==> config.mk <==
export PLATFORM = sky130hd
export DESIGN_NAME = multi_lights_selector
export DESIGN_NICKNAME = d
export VERILOG_FILES = /design/src/rtl/multi_lights_selector.sv
export SDC_FILE = /design/constraint.sdc
export NUM_CORES = 1
export LEC_CHECK = 0
export BUFFER_PORTS_ARGS = -buffer_cell sky130_fd_sc_hd__buf_2
export CORE_ASPECT_RATIO = 1.25
export CORE_MARGIN = 1
export CORE_UTILIZATION = 45
export DETAILED_ROUTE_END_ITERATION = 10
export GPL_TIMING_DRIVEN = 0
export PLACE_DENSITY = 0.84
export SETUP_SLACK_MARGIN = 0.15
export SYNTH_ARGS = -nofsm -noshare
export SYNTH_HDL_FRONTEND = slang
export SYNTH_SLANG_ARGS = --single-unit
==> constraint.sdc <==
create_clock -name clk -period 2.3 [get_ports clk]
set_clock_uncertainty 0.2 [all_clocks]
set_input_delay 0.23 -clock clk [delete_from_list [all_inputs] [get_ports clk]]
set_output_delay 0.23 -clock clk [all_outputs]
set_load 0.005 [all_outputs]
==> src/rtl/multi_lights_selector.sv <==
// N-channel RGB lights selector. Each channel keeps a 3-bit colour code that
// steps on its own button press or on a shared auto-advance tick. The code is
// decoded to {R,G,B} and muxed by a global mode onto registered light outputs.
module multi_lights_selector #(
  parameter int unsigned N_CH   = 4,
  parameter int unsigned CW     = 8,
  parameter int unsigned PERIOD = 8
) (
  input  logic                   clk,
  input  logic                   rst,
  input  logic [1:0]             mode,
  input  logic [N_CH-1:0]        button,
  output logic [N_CH*3*CW-1:0]   light,
  output logic [N_CH*3-1:0]      colour
);

  localparam int unsigned CH_W  = 3 * CW;
  localparam int unsigned CNT_W = (PERIOD > 2) ? $clog2(PERIOD) : 1;
  localparam logic [CNT_W-1:0] CNT_MAX = CNT_W'(PERIOD - 1);

  localparam logic [1:0] MODE_WHITE  = 2'b00;
  localparam logic [1:0] MODE_STATIC = 2'b01;
  localparam logic [1:0] MODE_AUTO   = 2'b10;
  localparam logic [1:0] MODE_OFF    = 2'b11;

  logic [N_CH-1:0]       button_q;
  logic [N_CH-1:0]       press;
  logic [N_CH-1:0]       step;
  logic [CNT_W-1:0]      cnt;
  logic [CNT_W-1:0]      cnt_next;
  logic                  tick;
  logic [1:0]            mode_q;
  logic [N_CH*3-1:0]     colour_next;
  logic [N_CH*3*CW-1:0]  light_next;

  // Colour sequence: 001..110 cycle; 000 and 111 both enter at 001.
  function automatic logic [2:0] next_code(input logic [2:0] code);
    if (code == 3'd0 || code >= 3'd6) begin
      return 3'd1;
    end
    return 3'(code + 3'd1);
  endfunction

  // Rising-edge detect, auto-advance tick and next tick count.
  always_comb begin
    press    = button & ~button_q;
    tick     = (mode == MODE_AUTO) && (cnt == CNT_MAX);
    cnt_next = '0;
    if (mode == MODE_AUTO && !tick) begin
      cnt_next = CNT_W'(cnt + 1'b1);
    end
  end

  // Per-channel step decision; press and tick together still give one step.
  always_comb begin
    step        = '0;
    colour_next = colour;
    for (int i = 0; i < int'(N_CH); i++) begin
      if (mode == MODE_STATIC) begin
        step[i] = press[i];
      end else if (mode == MODE_AUTO) begin
        step[i] = press[i] | tick;
      end
      if (step[i]) begin
        colour_next[3*i +: 3] = next_code(colour[3*i +: 3]);
      end
    end
  end

  // Light mux from the registered mode and current codes (one-cycle lag).
  always_comb begin
    light_next = '0;
    for (int i = 0; i < int'(N_CH); i++) begin
      case (mode_q)
        MODE_WHITE:  light_next[i*CH_W +: CH_W] = '1;
        MODE_STATIC,
        MODE_AUTO:   light_next[i*CH_W +: CH_W] = {{CW{colour[3*i+2]}},
                                                   {CW{colour[3*i+1]}},
                                                   {CW{colour[3*i]}}};
        default:     light_next[i*CH_W +: CH_W] = '0;
      endcase
    end
  end

  // State and output registers; reset clears everything at once.
  always_ff @(posedge clk or posedge rst) begin
    if (rst) begin
      button_q <= '0;
      cnt      <= '0;
      mode_q   <= MODE_OFF;
      colour   <= '0;
      light    <= '0;
    end else begin
      button_q <= button;
      cnt      <= cnt_next;
      mode_q   <= mode;
      colour   <= colour_next;
      light    <= light_next;
    end
  end

endmodule

==> metrics, run 1 <==
measured slew at the worst slew-check pin between 600 and 700 ps; Netlist cell types 31; WP buf/inv 0; Final period util around 82%; Critical Path Sink Type register; RSZ-0062 raised after global routing no; final WL 4.092 mm; PwrDens 923.7 mW/mm2; slowest CP cell dfrtp_1; Area Overhead vs Synth 38.00%; Cell Area, Placed about 0.0029 mm2; hold depth 1; Setup TNS 0 ps; Longest Clk Path Bufs 2; fraction of layout cells with a size suffix above 1 59.61%; syn nets 252; fin. max-slew vios 0; I/O pins 116; synthesized flop and latch total 33; gr ovfl total 0; Post-CTS Resized 0; CTS tree yes; Post-Syn Area 0.002206 mm2; number of synthesized flops with an enable pin 0; Final setup viols 0; CP startpoint kind register; status finished, final reports clean; Starting Density 46.64%; cells after synthesis 228; reg-to-reg endpoint colour[8]$_DFFE_PP0P_; most common cell after layout, fill and taps aside buf_2; global-route usage over all layers 16.66%; fraction of registers with async set or reset after synthesis 100.0%; Post-route DRC 0; Buffers on Ports 115; Top Usage Layer GRT met2; vias in the first global route 1529; crit-path max FO 7; Primary FF master, synth dfrtp_1; H-tree levels 2; final instance area around 0.0030 mm2; Fin. Hold Viols 0; drt via density roughly 4.2; worst vdd ir 668.2 uV; TritonCTS Buffers 5; Achievable Freq 528.8 MHz; first-pass GRT wire length 6.651 mm; clk sinks 33; Final GP Congestion between 0.7 and 0.8; antenna violations before repair 0; GR met2 Demand/Resource a little under a third; reg2reg path depth 6; Final nets 382; hold endpoint cnt[0]$_DFF_PP0_; wire length per cell 9.766 um; critical path's top delay family compound AO/OA/AOI/OAI gates; most frequent cells in the layout 115 x buf_2, 84 x buf_4, 31 x dfrtp_1; Ys Warns 0; Slowest Stage Delay on Critical Path 350 ps; Hold WC Path Type reg2reg; WS Path Type reg2reg; clk root buf clkbuf_8; worst-path cell chain ha_1 > ha_1 > nand2_1 > a21oi_2 > o31ai_1 > a32o_1; # rows 28; post-DP HPWL 3.130 mm; Mean Syn Cell Area just under 10 um2; Crit Reg-Reg Startpoint cnt[0]$_DFF_PP0_; max_cap viols 0; largest net degree at the start of global routing 34; CP most frequent cell ha_1; Leakage approximately 0.0018 uW; via count 1768; HP Start cnt[0]$_DFF_PP0_; DRT antenna net count 0; drt initial violations 22; required time worst endpoint about 2300 ps; Antenna diodes 0; sequential area share after synthesis 37.55%; clock-pin slew on the worst setup and hold paths ~70 ps; Min Clock Period, post-route approximately 1900 ps; R2R setup slack about 410 ps; Worst EP arrival 1870 ps; max_slew headroom 56.00%; met3 GRT Util 4.972%; die height approximately 80 um; core box area 0.004730 mm2; DRT Pass-1 Iters 4; Clock Latency Late Sink between 200 and 300 ps; routing usage on met1 17.56%; chip width 64.62 um; die area 0.005188 mm2
## metrics by stage
step | instances | power [uW] | util, % | setup WS (ps) | hold WS, ps
global placement | 403 | 2340 | 60.40 | 451.1 | 155.0
finish | 419 | 2812 | 64.37 | 409.1 | 246.8
CTS | 417 | 2843 | 63.57 | 415.3 | 122.0
global route | 419 | 3070 | 64.37 | 270.2 | 283.5
detailed placement | 403 | 2390 | 60.40 | 420.1 | 158.8
floorplan | 228 | 1826 | - | 565.1 | 34.48
## sequential cells by signal, indices dropped and copies added, names as in the netlist
name and cells:
button_q 4, light 12, cnt 3, colour 12, mode_q 2
## worst reg2reg max path: stages (launching register included)
cell and delay, ps:
dfrtp_1 350, ha_1 150, ha_1 280, nand2_1 170, a21oi_2 290, o31ai_1 130
a32o_1 210
## worst max-delay path by stage
| stage | startpoint | end | slack (ps) | cells after the start |
|---|---|---|---|---|
| 4_1_cts | cnt[0]$_DFF_PP0_ | colour[8]$_DFFE_PP0P_ | 420 | 6 |
| 6_report | cnt[0]$_DFF_PP0_ | colour[8]$_DFFE_PP0P_ | 410 | 6 |
| 3_3_place_gp | cnt[0]$_DFF_PP0_ | colour[8]$_DFFE_PP0P_ | 450 | 6 |
| 5_1_grt | cnt[0]$_DFF_PP0_ | colour[8]$_DFFE_PP0P_ | 270 | 6 |
| 3_5_place_dp | cnt[0]$_DFF_PP0_ | colour[8]$_DFFE_PP0P_ | 420 | 6 |
| 2_1_floorplan | colour[9]$_DFFE_PP0P_ | colour[9]$_DFFE_PP0P_ | 570 | 6 |
## logic make-up (layout without fill, tap and decap cells)
group                    Yosys count  after routing  synth area share (%)
adder cells (fa/ha/maj)           16             16                 9.075
AND/OR/NAND/NOR                   42             42                 9.416
buffers and inverters             99            230                 31.14
XOR/XNOR                           1              1                0.3971
multiplexers                       4              4                 1.928
AO/OA/AOI/OAI                     33             33                 10.49
flip-flops                        33             33                 37.55
## routing by layer
metal	vias up	wire length, um
met2	74	2069
met5	-	0
li1	919	-
met3	5	303
met1	770	1663
met4	0	55
## Yosys cell counts, types with 2 or more instances
cell type  instances  area share (%)
a32o_1             3             1.4
a21o_1             3             1.0
o31ai_1            2            0.68
nand2b_1           5             1.4
nand3_1            4            0.91
nor2_1            19             3.2
a21oi_2            2            0.79
o21ai_0            4            0.91
a21oi_1           12             2.7
mux2i_1            2            0.91
dfrtp_1           31              35
nor2b_1            2            0.57
nor3_1             2            0.45
nor3b_1            3             1.0
dfstp_2            2             2.4
buf_4             84              29
o21a_1             2            0.68
nand2_1            5            0.85
ha_1              16             9.1
inv_1             12             2.0
clkbuf_1           3            0.51
## power breakdown
part	internal [uW]	switching (uW)	leakage, uW
combinational	877	523	0.00136
sequential	727	248	0.000407
clock	244	193	0.0000455
total	1850	965	0.00181
## what timing repair did
| action | 4_1_cts | 5_1_grt |
|---|---|---|
| hold buffers | 6 | 1 |
| buffers inserted | 0 | 0 |
| hold endpoints to repair | 6 | 14 |
## final cells by class
type,count,area (um2)
fillers,380,1685
flip-flops and latches,33,828.3
plain buffers,87,641.9
well taps,60,75.07
clock buffers,8,90.09
multi-input cells,96,690.7
repair buffers,123,673.1
inverters,12,45.04
Power figures use the tool's default switching activity.
==> run 2: changes to the inputs <==
ABC_AREA = 1   (was default)
CORE_UTILIZATION = 42   (was 45)
PLACE_DENSITY = 0.81   (was 0.84)
clock period = 1.5 ns   (was 2.3 ns; I/O delays follow)
==> run 2 against run 1 <==
Effect of this change:
- maximum frequency grew 22%
- total power grew 92%
- worst setup slack lost 460 ps
- synthesized area grew 5.8%
- largest cell class unchanged
- wire length grew 69%
- flip-flop and latch count is the same
- count of clock-buffer cells in the layout is the same
- the flow now finishes with violations (negative setup slack)
==> metrics, run 2 <==
status finished, violations left; violated checks negative setup slack; Inst Count DP 471 (+17%); die height 85.36 um (+6.3%); final instance area 0.004275 mm2 (+40%); sequential area share after synthesis 35.48% (-2.1 points); I/O pins 116 (unchanged); PwrDens 1264 mW/mm2 (+37%); main combinational cell family by area after synthesis buffers and inverters; top flop regs colour x12, light x12, button_q x4; max_slew headroom 61.37% (+5.4 points); fraction of layout cells with a size suffix above 1 67.37% (+7.8 points); core box area 0.005405 mm2 (+14%); worst vdd ir 971.9 uV (+45%); Synth Area in Simple Gates 19.99% (+11 points); H-tree levels 2 (unchanged); Final GP Congestion 0.7757 (+1.9%); clk root buf clkbuf_8; worst-path cell chain inv_2 > ha_4 > buf_6 > nand2_1 > a21oi_1; Mean Syn Cell Area 7.996 um2 (-17%); gr ovfl total 0 (unchanged); Post-route DRC 0 (unchanged); syn nets 316 (+25%); post-route setup slack -54.26 ps (-463.3 ps); Setup TNS -333.6 ps (-333.6 ps); wire length per cell 14.03 um (+44%); Synth Area in Adders 8.574% (-0.50 points); Tot Pwr 5405 uW (+92%); Achievable Freq 643.4 MHz (+22%); Post-Syn Area 0.002335 mm2 (+5.8%); via count 2242 (+27%); most frequent cells in the layout 171 x buf_6, 63 x nand2_1, 32 x buf_2; area fraction of the dominant cell type after synthesis 33.23% (-1.9 points); clk sinks 33 (unchanged); Critical Path Sink Type register; cells after synthesis 292 (+28%); most common cell after layout, fill and taps aside buf_6; non-filler cells, final 493 (+18%); CP startpoint kind register; compound-cell area share of the yosys netlist 2.572% (-7.9 points); global-route usage over all layers 17.72% (+1.1 points); fraction of registers with async set or reset after synthesis 100.0% (unchanged); Primary FF master, synth dfrtp_1; first-pass GRT wire length 7.741 mm (+16%); clock-pin slew on the worst setup and hold paths 60 ps (about the same); synthesized flop and latch total 33 (unchanged); max_cap viols 0 (unchanged); chip width 68.69 um (+6.3%); number of synthesized flops with an enable pin 0 (unchanged); vias in the first global route 1852 (+21%); Slowest Stage Delay on Critical Path 570 ps (+220 ps); FF+latch area 845.8 um2 (+2.1%); Final setup viols 10 (+10); fillers 288 (-24%); fin. max-slew vios 0 (unchanged); top cell type by total area after synthesis dfrtp_1; Longest Clk Path Bufs 2 (unchanged); # rows 30 (+7.1%); drt initial violations 45 (+100%); Antenna diodes 0 (unchanged); drt via density 4.548 (+7.8%); Buffers on Ports 115 (unchanged); die area 0.005863 mm2 (+13%); Fin. Hold Viols 0 (unchanged); Clock Latency Late Sink 280 ps (about the same); Netlist cell types 16 (-48%); Final period util 103.6% (+21 points); mux cell area share after synthesis 0% (-1.9 points); RSZ-0062 raised after global routing yes; Cell Area, Placed 0.003029 mm2 (+6.0%); final WL 6.918 mm (+69%); count leader, synth buf_4; Starting Density 43.19% (-3.4 points); measured slew at the worst slew-check pin 578.9 ps (-77.04 ps); post-DP HPWL 3.482 mm (+11%); most instantiated cells after synthesis 84 x buf_4, 78 x nand2_1, 31 x dfrtp_1; crit-path max FO 5 (-2); TritonCTS Buffers 5 (unchanged); Ys Warns 0 (unchanged); Leakage 0.002311 uW (+28%); DRT Pass-1 Iters 4 (unchanged); Worst EP arrival 1560 ps (-310 ps); largest net degree at the start of global routing 34 (unchanged); dominant cells by area after synthesis dfrtp_1 33%, buf_4 27%, nand2_1 13%; Multi-input gate area 900.9 um2 (+30%); CTS tree yes; DRT antenna net count 0 (unchanged); Area Overhead vs Synth 83.12%; slowest CP cell dfstp_2; required time worst endpoint 1500 ps (-780 ps); Final nets 452 (+18%); xor/xnor share of the synthesized area 0% (-0.40 points); hold slack 152.6 ps (-94.26 ps); Min Clock Period, post-route 1554 ps (-336.7 ps); Hold WC Path Type in2reg; antenna violations before repair 0 (unchanged); WS Path Type reg2reg
run 2: cell count changes in the layout (fill, tap and decap cells not counted), sizes merged, moves of 3 or more:
| cell | change |
|---|---|
| nand2 | +82 |
| inv | +25 |
| buf | +8 |
| nor2 | -8 |
| nand2b | -5 |
| nand4 | +4 |
| nor3b | -4 |
| o21ai | -4 |
| a21o | -3 |
| a32o | -3 |
run 2: final cells by class:
type | count | share of cell area, %
repair buffers | 129 | 29.12
plain buffers | 87 | 23.00
multi-input cells | 136 | 21.07
flip-flops and latches | 33 | 19.78
inverters | 36 | 3.278
clock buffers | 8 | 1.873
well taps | 64 | 1.873
run 2: path summary, 6_finish.rpt:
path                            slack, ps  depth (start not counted)                start                  end
max in group asynchronous             250                          4                  rst  mode_q[0]$_DFF_PP1_
worst min register to register        330                          2     cnt[0]$_DFF_PP0_     cnt[0]$_DFF_PP0_
worst max-delay path                  -50                          5  mode_q[0]$_DFF_PP1_  light[31]$_DFF_PP0_
worst max register to register        -50                          5  mode_q[0]$_DFF_PP1_  light[31]$_DFF_PP0_
worst min-delay path                  150                          4              mode[1]     cnt[1]$_DFF_PP0_
min in group asynchronous             270                          3                  rst  light[47]$_DFF_PP0_
run 2: worst max-delay path: cells and delay by family (launching register included):
kind | cells | cell delay, ps
and+or+nand+nor | 1 | 60
AOI/OAI and AO/OA | 1 | 150
buffers and inverters | 2 | 180
DFF | 1 | 570
adders and majority gates | 1 | 300
run 2: through the flow:
stage	util, %	worst slack [ps]
2_1_floorplan	-	129.7
6_report	79.10	-54.26
4_1_cts	65.95	33.67
3_5_place_dp	56.04	-53.91
5_1_grt	79.10	-106.7
3_3_place_gp	56.04	-6.598
run 2: cells by family after synthesis:
logic type                 count (synthesis)
AOI/OAI and AO/OA                         12
buffers and inverters                    123
DFF                                       33
and+or+nand+nor                          108
adders and majority gates                 16
run 2: timing repair:
item	4_1_cts	5_1_grt
pin swaps	5	11
gates cloned	2	1
hold buffers	6	1
resized for setup	92	143
endpoints found under the hold margin	6	12
buffers inserted	2	1
endpoints found under the setup margin	108	111
run 2: per-layer routing:
metal | track usage, % | wire [um]
met4 | 6.061 | 187
met3 | 3.629 | 495
met5 | 0 | 0
met2 | 34.58 | 3673
met1 | 17.36 | 2561
run 2: power breakdown:
group	leakage [uW]	total, uW	internal, uW	switching (uW)
Combinational	0.00187	3150	1990	1160
Sequential	0.000398	1610	1110	504
Clock	0.0000395	637	329	308
Total	0.00231	5400	3430	1970
==> run 3: changes to the inputs <==
MAX_ROUTING_LAYER = met4   (was default)
==> run 3 against run 2 <==
Effect of this change:
- the flow still finishes with violations (negative setup slack)
- core utilization unchanged
- final cell count is the same
- count of clock-buffer cells in the layout stayed put
- die area stayed put
- largest power group unchanged
==> metrics, run 3 (synthesis results as in run 2) <==
Buffers on Ports 115 (unchanged); Leakage 0.002311 uW (unchanged); status finished, violations left; final core utilization 79.10% (unchanged); worst vdd ir 973.2 uV (+0.13%); dpl ws -53.91 ps (unchanged); Final period util 104.3% (+0.71 points); wire length per cell 14.03 um (about the same); sequential power share 29.8% (about the same); Final nets 452 (unchanged); CP Launch Point mode_q[0]$_DFF_PP1_; CTS tree yes; non-filler cells, final 493 (unchanged); # rows 30 (unchanged); RSZ-0062 raised after global routing yes; hold depth 4 (unchanged); via count 2250 (+0.36%); TritonCTS Buffers 5 (unchanged); Int Pwr 3431 uW (about the same); global-route usage over all layers 18.24% (+0.52 points); PwrDens 1264 mW/mm2 (about the same); die area 0.005863 mm2 (unchanged); die height 85.36 um (unchanged); post-DP HPWL 3.482 mm (unchanged); required time worst endpoint 1500 ps (about the same); Area Overhead vs Synth 83.12% (unchanged); drt initial violations 52 (+16%); Worst EP arrival 1560 ps (about the same); DRT Pass-1 Iters 4 (unchanged); post-route setup slack -64.92 ps (-10.66 ps); gr ovfl total 0 (unchanged); Antenna diodes 0 (unchanged); clk root buf clkbuf_8; max_cap viols 0 (unchanged); drt via density 4.564 (+0.36%); Sw Pwr 1972 uW (about the same); core box area 0.005405 mm2 (unchanged); Post-route DRC 0 (unchanged); clock-pin slew on the worst setup and hold paths 60 ps (about the same); Hold WC Path Type in2reg; largest net degree at the start of global routing 34 (unchanged); Crit Reg-Reg Startpoint mode_q[0]$_DFF_PP1_; WS Path Type reg2reg; Critical Path Sink Type register; crit-path max FO 5 (unchanged); chip width 68.69 um (unchanged); fillers 288 (unchanged); combinational power share 58.4% (about the same); first-pass GRT wire length 7.741 mm (unchanged); measured slew at the worst slew-check pin 571.8 ps (-7.100 ps); sw frac 36.50% (about the same); Clock Latency Late Sink 280 ps (about the same); Starting Density 43.19% (unchanged); CP startpoint kind register; clk sinks 33 (unchanged); top flop regs colour x12, light x12, button_q x4; Longest Clk Path Bufs 2 (unchanged); reg2reg path depth 5 (unchanged); DRT antenna net count 0 (unchanged); violated checks negative setup slack; fin. max-slew vios 0 (unchanged); most frequent cells in the layout 171 x buf_6, 63 x nand2_1, 32 x buf_2; Tot Pwr 5403 uW (about the same); antenna violations before repair 0 (unchanged); Setup TNS -309.2 ps (+24.35 ps); Min Clock Period, post-route 1565 ps (+10.66 ps); max_slew headroom 61.84% (+0.47 points); H-tree levels 2 (unchanged); Inst Count DP 471 (unchanged); Clock power frac 11.8% (about the same); fraction of layout cells with a size suffix above 1 67.37% (unchanged); Fin. Hold Viols 0 (unchanged); vias in the first global route 1851 (-0.054%); I/O pins 116 (unchanged); most common cell after layout, fill and taps aside buf_6; final WL 6.919 mm (about the same); HP Start mode[1]; Achievable Freq 639.0 MHz (-0.68%); Final setup viols 10 (unchanged); Final GP Congestion 0.7862 (+1.4%)
[run 3: repair_timing]
item                                   4_1_cts  5_1_grt
setup buffers                                2        1
cloned                                       2        1
setup endpoints to repair                  108      111
pin swaps                                    5       11
endpoints found under the hold margin        6       12
resized for setup                           92      143
hold buffers                                 6        1
[run 3: path summary, 6_finish.rpt]
| path | slack (ps) | endpoint |
|---|---|---|
| max in group asynchronous | 250 | mode_q[0]$_DFF_PP1_ |
| worst min register to register | 340 | cnt[0]$_DFF_PP0_ |
| worst max-delay path | -60 | light[31]$_DFF_PP0_ |
| min in group asynchronous | 280 | light[47]$_DFF_PP0_ |
| worst min-delay path | 150 | cnt[1]$_DFF_PP0_ |
| worst max register to register | -60 | light[31]$_DFF_PP0_ |
[run 3: power groups by stage]
stage	clock (uW)	combinational [uW]	sequential [uW]
after global placement	0	2040	1480
after global routing	689	3450	1650
after detailed placement	0	2110	1490
after floorplan	0	1380	1430
final	636	3150	1610
after CTS	647	2430	1520
[run 3: worst max-delay path: stages, from the launching register on]
cell and delay [ps]:
dfstp_2 570, inv_2 50, ha_4 300, buf_6 130, nand2_1 60, a21oi_1 160
[run 3: stage by stage]
stage / cell area (um2) / hold slack [ps]
floorplan: 2374 / -45.52
global placement: 3029 / 73.88
detailed placement: 3029 / 79.11
CTS: 3565 / 40.89
global route: 4275 / 163.7
finish: 4275 / 146.1
[run 3: per-layer routing]
metal / global-route usage, % / vias to the layer above / routed length [um]
met5: - / - / 0
met4: 6.061 / 0 / 170
met3: 3.629 / 20 / 492
met2: 34.58 / 104 / 3714
met1: 17.36 / 1056 / 2541
li1: - / 1070 / -
[run 3: final cells by class]
type | instances | area, um2 | area share [%]
plain buffers | 87 | 983.4 | 23.00
clock buffers | 8 | 80.08 | 1.873
inverters | 36 | 140.1 | 3.278
multi-input cells | 136 | 900.9 | 21.07
flip-flops and latches | 33 | 845.8 | 19.78
well taps | 64 | 80.08 | 1.873
repair buffers | 129 | 1245 | 29.12
